File: src/rtl/tensor_core_arbiter_pkg.sv
// Shared types and default sizing for the tensor-core arbiter slice.
package tensor_core_arbiter_pkg;

  localparam int DEF_NUM_REQ   = 4;
  localparam int DEF_LATENCY   = 3;
  localparam int DEF_TAG_DEPTH = 4;

  typedef logic [7:0]                      tc_opcode_t;
  typedef logic [$clog2(DEF_NUM_REQ)-1:0]  req_id_t;

endpackage

File: src/rtl/tag_fifo.sv
// In-flight tag FIFO: remembers which requester owns each result still inside the core.
module tag_fifo #(
  parameter int WIDTH = 2,
  parameter int DEPTH = 4
) (
  input  logic             clk,
  input  logic             rst,
  input  logic             push,
  input  logic [WIDTH-1:0] push_data,
  input  logic             pop,
  output logic [WIDTH-1:0] head,
  output logic             empty,
  output logic             full
);

  localparam int PTR_W = $clog2(DEPTH);

  logic [WIDTH-1:0] mem [DEPTH];
  logic [PTR_W-1:0] wr_ptr;
  logic [PTR_W-1:0] rd_ptr;
  logic [PTR_W:0]   count;
  logic             do_push;
  logic             do_pop;

  assign empty   = (count == '0);
  assign full    = (count == (PTR_W+1)'(DEPTH));
  assign do_push = push && !full;
  assign do_pop  = pop && !empty;
  assign head    = mem[rd_ptr];

  // NOTE: storage has no reset; occupancy guarantees no entry is read before it is written.
  always_ff @(posedge clk) begin
    if (do_push) mem[wr_ptr] <= push_data;
  end

  always_ff @(posedge clk or posedge rst) begin
    if (rst) begin
      wr_ptr <= '0;
      rd_ptr <= '0;
      count  <= '0;
    end else begin
      if (do_push) wr_ptr <= wr_ptr + PTR_W'(1);
      if (do_pop)  rd_ptr <= rd_ptr + PTR_W'(1);
      case ({do_push, do_pop})
        2'b10:   count <= count + (PTR_W+1)'(1);
        2'b01:   count <= count - (PTR_W+1)'(1);
        default: count <= count;
      endcase
    end
  end

endmodule

File: src/rtl/tensor_core_arbiter.sv
// Round-robin arbiter sharing one pipelined tensor core among NUM_REQ warps.
module tensor_core_arbiter
  import tensor_core_arbiter_pkg::*;
#(
  parameter int NUM_REQ   = DEF_NUM_REQ,
  parameter int LATENCY   = DEF_LATENCY,
  parameter int TAG_DEPTH = DEF_TAG_DEPTH
) (
  input  logic                       clk,
  input  logic                       rst,
  input  logic                       en,
  input  logic [NUM_REQ-1:0]         req_valid,
  input  tc_opcode_t [NUM_REQ-1:0]   req_opcode,
  output logic [NUM_REQ-1:0]         req_ready,
  output logic                       tc_valid_in,
  output tc_opcode_t                 tc_opcode,
  output logic [$clog2(NUM_REQ)-1:0] tc_sel,
  input  logic                       tc_valid_out,
  output logic [NUM_REQ-1:0]         rsp_valid,
  output logic [$clog2(NUM_REQ)-1:0] rsp_id,
  output logic [NUM_REQ-1:0]         busy,
  output logic                       idle,
  output logic                       err
);

  localparam int ID_W = $clog2(NUM_REQ);

  if (TAG_DEPTH < LATENCY + 1 || (TAG_DEPTH & (TAG_DEPTH - 1)) != 0) begin : g_bad_cfg
    $error("tensor_core_arbiter: TAG_DEPTH must be a power of two and at least LATENCY+1");
  end

  logic [ID_W-1:0]    rr_ptr;
  logic [ID_W-1:0]    grant_idx;
  logic [ID_W-1:0]    cand;
  logic [ID_W-1:0]    head_id;
  logic               grant_found;
  logic [NUM_REQ-1:0] eligible;
  logic [NUM_REQ-1:0] grant_oh;
  logic [NUM_REQ-1:0] rsp_oh;
  logic               fifo_empty;
  logic               fifo_full;
  logic               rsp_fire;

  // A full FIFO blocks grants even when a pop is happening this cycle.
  assign eligible = (en && !fifo_full && !rst) ? (req_valid & ~busy) : '0;

  always_comb begin
    // NOTE: defaults come first so every path assigns every output and no latch is inferred.
    grant_found = 1'b0;
    grant_idx   = '0;
    cand        = '0;
    for (int k = 0; k < NUM_REQ; k++) begin
      cand = ID_W'((int'(rr_ptr) + k) % NUM_REQ);
      if (!grant_found && eligible[cand]) begin
        grant_found = 1'b1;
        grant_idx   = cand;
      end
    end
  end

  assign grant_oh    = grant_found ? (NUM_REQ'(1) << grant_idx) : '0;
  assign req_ready   = grant_oh;
  assign tc_valid_in = grant_found;
  assign tc_sel      = grant_idx;
  assign tc_opcode   = grant_found ? req_opcode[grant_idx] : '0;

  assign rsp_fire  = tc_valid_out && !fifo_empty;
  assign rsp_oh    = rsp_fire ? (NUM_REQ'(1) << head_id) : '0;
  assign rsp_valid = rsp_oh;
  assign rsp_id    = rsp_fire ? head_id : '0;
  assign idle      = fifo_empty && !grant_found;

  tag_fifo #(
    .WIDTH (ID_W),
    .DEPTH (TAG_DEPTH)
  ) u_tag_fifo (
    .clk       (clk),
    .rst       (rst),
    .push      (grant_found),
    .push_data (grant_idx),
    .pop       (rsp_fire),
    .head      (head_id),
    .empty     (fifo_empty),
    .full      (fifo_full)
  );

  always_ff @(posedge clk or posedge rst) begin
    if (rst) begin
      rr_ptr <= '0;
      busy   <= '0;
      err    <= 1'b0;
    end else begin
      // NOTE: state registers use non-blocking assignments so every flop samples pre-edge values.
      if (grant_found)
        rr_ptr <= (grant_idx == ID_W'(NUM_REQ - 1)) ? '0 : grant_idx + ID_W'(1);
      // A requester never holds a grant and a response in the same cycle: grant needs busy=0.
      busy <= (busy | grant_oh) & ~rsp_oh;
      if (tc_valid_out && fifo_empty) err <= 1'b1;
    end
  end

endmodule

File: config.mk
export PLATFORM = sky130hd
export DESIGN_NAME = tensor_core_arbiter
export DESIGN_NICKNAME = d
export VERILOG_FILES = /design/src/rtl/tensor_core_arbiter_pkg.sv /design/src/rtl/tag_fifo.sv /design/src/rtl/tensor_core_arbiter.sv
export SDC_FILE = /design/constraint.sdc
export NUM_CORES = 1
export LEC_CHECK = 0
export BUFFER_PORTS_ARGS = -buffer_cell sky130_fd_sc_hd__buf_2
export CORE_AREA = 4 4 61 63
export DETAILED_ROUTE_END_ITERATION = 12
export DIE_AREA = 0 0 65 67
export PLACE_DENSITY_LB_ADDON = 0.15
export SLEW_MARGIN = 20
export SYNTH_ARGS = -nofsm -noshare
export SYNTH_HDL_FRONTEND = slang
export SYNTH_SLANG_ARGS = --single-unit
File: constraint.sdc
create_clock -name clk -period 2.6 [get_ports clk]
set_input_delay 0.26 -clock clk [delete_from_list [all_inputs] [get_ports clk]]
set_output_delay 0.26 -clock clk [all_outputs]
set_load 0.02 [all_outputs]
* Word-level counts from Yosys, hierarchy flattened
Memories as Yosys holds them, arrays and structs flattened. Cells that the tools add are included.
Cells by class: shift-type cells 2, reduce and logical (&&, ||, !) cells 19, multiplexer cells 27, add/subtract/negate cells 8, bitwise gates (word level) 5, multipliers 0, order comparisons 5, divide/modulo/power cells 0, equal/unequal tests 4
Operator list (number):
- binary-select mux 8 bit (select 2 bit) | 1
- two-way mux 8 bit | 2
- < comparator 2 x 3 -> 1 bit (second input constant) | 5
- two-way mux 2 bit | 6
- two-way mux 4 bit | 3
- logical AND 1 bit | 10
- two-way mux 1 bit | 10
- adder 2 x 1 -> 2 bit (second input constant) | 4
- bitwise AND 4 bit | 2
- binary-select mux 1 bit (select 2 bit) | 4
- inverter 4 bit | 2
- left shift 1 x 2 -> 4 bit (first input constant) | 2
- logical NOT 1 bit | 7
- case mux 3 bit (2 select lines) | 1
- adder 2 bit (second input constant) | 2
- equality test 2 bit (second input constant) | 2
- bitwise OR 4 bit | 1
- adder 3 x 1 -> 3 bit (second input constant) | 1
- equality test 3 bit (second input constant) | 1
- logical NOT 3 bit | 1
- subtractor 3 x 1 -> 3 bit (second input constant) | 1
- equality test 2 x 1 -> 1 bit (second input constant) | 1
- nonzero test 2 bit | 1
Word-level totals: input port bits 40, bits in writable memories 8, memories 1, output and inout port bits 27, bits in read-only memories 0, flip-flop bits (word level) 14, logic and storage cells 77, bits in latches 0
Memories:
- u_tag_fifo.mem | depth 4, width 2, read ports 1, clocked after memory_dff 0, wr ports 1, RTL line tag_fifo.sv:18 | logic [WIDTH-1:0] mem [DEPTH];

* Longest topological paths before layout
depth in word-level cells 21, mapped depth 11, gate-level depth less buffers 10

* Modules after synthesis
Synthesis repeated with hierarchy kept, for this count alone.
Unflattened totals: cells, all modules 135, area total of the unflattened synthesis 1502.7 µm²
Modules (own cells, without submodules):
- tensor_core_arbiter | area each 773.2 µm², instances 1, cells an instance 87, sequential area each 175.2 µm²
- tag_fifo | area each 729.4 µm², instances 1, cells an instance 48, sequential area each 415.4 µm²

* Least setup slack after synthesis
OpenSTA, ideal clock, no wires.
path type input -> output, start point in rst, end point out req_ready[3], path slack 0.014 ns, data arrival time 2.326 ns, stages on the path 9, data required time 2.340 ns, path buffers 1, cells stage by stage inv_1 -> o311ai_1 -> a311o_1 -> or2_1 -> buf_2 -> inv_1 -> ha_1 -> inv_1 -> nor2_1
Between the ends: cells in the longest elaborated chain, start to end 17, elaborated cells on any way between the ends 27, those cells by class shift: 1; mux: 18; reduce/logical: 8
Ends and longest elaborated chain:
- start: declaration | RTL line tensor_core_arbiter.sv:10 | input logic rst,
- logical NOT 1 bit (no source line) (*)
- logical AND 1 bit (*) | RTL line tensor_core_arbiter.sv:45 | assign eligible = (en && !fifo_full && !rst) ? (req_valid & ~busy) : '0;
- two-way mux 4 bit (*) | RTL line tensor_core_arbiter.sv:45
- binary-select mux 1 bit (select 2 bit) | RTL line tensor_core_arbiter.sv:54 | if (!grant_found && eligible[cand]) begin
- two-way mux 1 bit (implied by the code) | RTL line tensor_core_arbiter.sv:54
- two-way mux 1 bit | RTL line tensor_core_arbiter.sv:54
- logical NOT 1 bit | RTL line tensor_core_arbiter.sv:54
- logical AND 1 bit | RTL line tensor_core_arbiter.sv:54
- (+2 left out)
- logical AND 1 bit | RTL line tensor_core_arbiter.sv:54
- two-way mux 1 bit | RTL line tensor_core_arbiter.sv:54
- logical NOT 1 bit | RTL line tensor_core_arbiter.sv:54
- logical AND 1 bit | RTL line tensor_core_arbiter.sv:54
- two-way mux 2 bit (*) | RTL line tensor_core_arbiter.sv:54
- net tc_sel[0] | RTL line tensor_core_arbiter.sv:17 | output logic [$clog2(NUM_REQ)-1:0] tc_sel,
- left shift 1 x 2 -> 4 bit (*) | RTL line tensor_core_arbiter.sv:61 | assign grant_oh = grant_found ? (NUM_REQ'(1) << grant_idx) : '0;
- two-way mux 4 bit (*) | RTL line tensor_core_arbiter.sv:61
- end: declaration | RTL line tensor_core_arbiter.sv:14 | output logic [NUM_REQ-1:0] req_ready,
Mark *: on every way through the listed nets, which the timed path passes. The rest lies on a longest branch. The select of a mux whose other input is x is not followed.

* Worst setup path in the final report
start point reg rr_ptr[1], end point out tc_opcode[5]
Between the ends: cells in the longest elaborated chain, start to end 15, elaborated cells on any way between the ends 28, those cells by class add/sub: 3; mux: 19; reduce/logical: 6
Ends and longest elaborated chain:
- start: declaration | RTL line tensor_core_arbiter.sv:32 | logic [ID_W-1:0] rr_ptr;
- start signal: assignment | RTL line tensor_core_arbiter.sv:95 | rr_ptr <= (grant_idx == ID_W'(NUM_REQ - 1)) ? '0 : grant_idx + ID_W'(1);
- parallel branches: the longest is 14 deep, another holds adder 2 x 1 -> 2 bit
- two-way mux 8 bit (*) | RTL line tensor_core_arbiter.sv:65 | assign tc_opcode = grant_found ? req_opcode[grant_idx] : '0;
- end: declaration | RTL line tensor_core_arbiter.sv:16 | output tc_opcode_t tc_opcode,
Every way passes the cells marked *. The select of a mux whose other input is x is not followed.

==> run_results.csv <==
group,metric,value,unit
synth,synth.net_count,189,
floorplanning,start_util,45.5,%
worst_setup_path,worstPathRequired,2340,ps
worst_setup_path,slowest_stage,"dfrtp_1",
job,max-cap-violations,0,
worst_setup_path,cp.arrival,2230,ps
synth,yosysTopAreaCell,"dfrtp_1",
synth,synth_area_per_cell,10.6,um2
place,pre_cts_ws,372,ps
floorplanning,io_pins,67,
floorplanning,placementRows,21,
timing,hold_viol_final,0,
timing,setup_violations,0,
worst_setup_path,critPathBufInv,3,
worst_setup_path,crit_path_max_fanout,12,
worst_setup_path,startpoint_type,"flip-flop",
clock_tree,cts_htree_levels,1,
finish,num_antenna_cells,0,
detailed_routing,final_antenna_net_count,0,
synth,ys_top_cells_by_area,"dfrtp_1 24%, edfxtp_1 16%, mux2i_1 11%",
synth,syn_area,1470,um2
synth,synth_most_common_cell,"mux2i_1",
timing,holdWs,168,ps
place,place.gp.congestion,0.824,
floorplanning,die_h,67,um
clock_tree,cts_num_sinks,22,
run_status,status,"finished, final reports clean",
detailed_routing,drt_pass1_iterations,4,
synth,synth_commonest_cells,"16 x mux2i_1, 14 x dfrtp_1, 14 x inv_1, 10 x nor2_1",
place,dpl-instance-area,1880,um2
worst_setup_path,cp_top_family,"buffers and inverters",
synth,synth_seq_area_share,40.1,%
clock_tree,clk_pin_slew_worst_paths,120,ps
worst_setup_path,cp-end-kind,"primary output",
worst_setup_path,critical_path_class,"reg2out",
clock_tree,worstSkewPairLatency,300,ps
clock_tree,cts_root_buf,"clkbuf_4",
synth,ys_types,39,
clock_tree,cts_buffers,3,
timing,period_needed,2490,ps
timing,clock.fmax,401,MHz
timing,tns,0,ps
global_routing,gr-total-overflow,0,
detailed_routing,initialDrtViolationCount,59,
synth,synth_flop_cell,"dfrtp_1",
pwr,peakVddDrop,0.000320,V
global_routing,grt_pass1_vias,1173,
detailed_routing,wl_per_cell,13.5,um
finish,final_area,2060,um2
global_routing,track_usage,15.7,%
global_routing,grt_antenna_before_repair,0,
synth,synth_top_area_share,23.8,%
floorplanning,die_w,65,um
finish,fill_cells,269,
detailed_routing,via_per_inst,4.95,
detailed_routing,vias,1312,
synth,synth_seq_cells,22,
worst_setup_path,crit_path_max_incr_delay,490,ps
timing,slew_viol_final,0,
detailed_routing,drc,0,
synth,synth-edff-count,8,
finish,drive_gt1_share,46.6,%
clock_tree,cts_tree,"done",
place,io_buffers,66,
clock_tree,clk_path_buf_depth,2,
min_path,hp-class,"in2reg",
timing,skew,3.52,ps
finish,syn_to_final_growth,40.1,%
finish,nets,270,
floorplanning,die-area,4360,um2
timing,relSlewSlack,61.3,%
finish,utilization,63.8,%
synth,syn_inst,139,
global_routing,grt_first_pass_wirelength,5290,um
global_routing,grt_max_degree,25,
timing,rsz0062_at_grt,"yes",
timing,worst_slack,107,ps
synth,synthArstFlopShare,63.6,%
synth,ys.warnings.count,0,
place,dp_hpwl,2740,um
pwr,power_leakage,0.988,nW
pwr,power.density,824,nW/um2
detailed_routing,drt-total-wl,3580,um
worst_setup_path,worstPathCellList,"nand3b_1 -> nand3_2 -> a2111oi_4 -> buf_4 -> clkbuf_16 -> mux2i_1 -> o22ai_1 -> buf_2",
timing,worst_slew_pin_slew,577,ps
timing,period_share,95.9,%
floorplanning,core,3230,um2
-- flip-flops by register name, summed over array words and instances (netlist names) --
signal and flops:
err 1, u_tag_fifo.wr_ptr 2, busy 4, rr_ptr 2, u_tag_fifo.count 3, u_tag_fifo.rd_ptr 2, u_tag_fifo.mem 8
-- worst register-to-register path, delay by kind of cell (launching register included) --
family / cells / cell delay (ps)
adder cells (fa/ha/maj): 1 / 180
AND/OR/NAND/NOR: 3 / 300
flip-flops: 1 / 490
AO/OA/AOI/OAI: 2 / 470
buffers and inverters: 4 / 520
-- power by group --
part | switching, mW | internal (mW) | total, mW
clock network | 0.0969 | 0.0597 | 0.157
logic | 0.516 | 0.437 | 0.953
registers | 0.111 | 0.478 | 0.589
-- through the flow --
stage / power, mW / std cells
6_report: 1.70 / 265
5_1_grt: 1.84 / 265
4_1_cts: 1.60 / 256
3_5_place_dp: 1.45 / 251
2_1_floorplan: 1.19 / 139
3_3_place_gp: 1.43 / 251
-- layer usage --
metal / vias to the layer above / track usage (%) / wire [um]
met5: - / 0 / 0
met4: 0 / 3.17 / 31
met3: 4 / 3.54 / 304
met2: 62 / 28.0 / 1770
met1: 600 / 19.4 / 1470
li1: 646 / - / -
-- kinds of logic after synthesis --
logic type	synth area share, %
AND/OR/NAND/NOR	14.5
AO/OA/AOI/OAI	11.5
flip-flops	40.1
buffers and inverters	6.63
multiplexers	14.7
adder cells (fa/ha/maj)	9.01
XOR/XNOR	3.57
-- placed cells by master (no fill, tap or decap), drive strengths merged, types with 2 or more instances in the layout --
master,instances
ha,9
edfxtp,8
xnor2,5
o21ai,3
a21oi,6
o22ai,9
nor2,10
mux4,2
dfrtp,14
and2,8
nor3,2
nand2b,3
nand2,5
buf,78
clkbuf,6
nor2b,4
inv,14
mux2i,16
-- final timing paths --
path / startpoint / endpoint / slack [ps] / cells after the start
max: rr_ptr[1]$_DFFE_PP0P_ / tc_opcode[5] / 110 / 8
min: tc_valid_out / err$_DFFE_PP0P_ / 170 / 2
max reg2reg: rr_ptr[1]$_DFFE_PP0P_ / busy[0]$_DFF_PP0_ / 530 / 10
min reg2reg: err$_DFFE_PP0P_ / err$_DFFE_PP0P_ / 470 / 1
max in group asynchronous: rst / busy[2]$_DFF_PP0_ / 1870 / 4
min in group asynchronous: rst / u_tag_fifo.wr_ptr[0]$_DFFE_PP0P_ / 550 / 4
-- layout make-up --
cell class / count / area [um2] / share of cell area (%)
multi-input cells: 98 / 827 / 40.1
repair buffers: 81 / 505 / 24.5
inverters: 14 / 52.6 / 2.55
well taps: 46 / 57.6 / 2.79
clock buffers: 4 / 26.3 / 1.27
flip-flops and latches: 22 / 593 / 28.8
-- repair_timing --
| item | 4_1_cts | 5_1_grt |
|---|---|---|
| gates resized for setup | 0 | 16 |
| setup endpoints to repair | 0 | 11 |
| setup buffers | 0 | 7 |
| hold endpoints to repair | 14 | 0 |
| hold buffers | 1 | 0 |
Power figures use the tool's default switching activity.
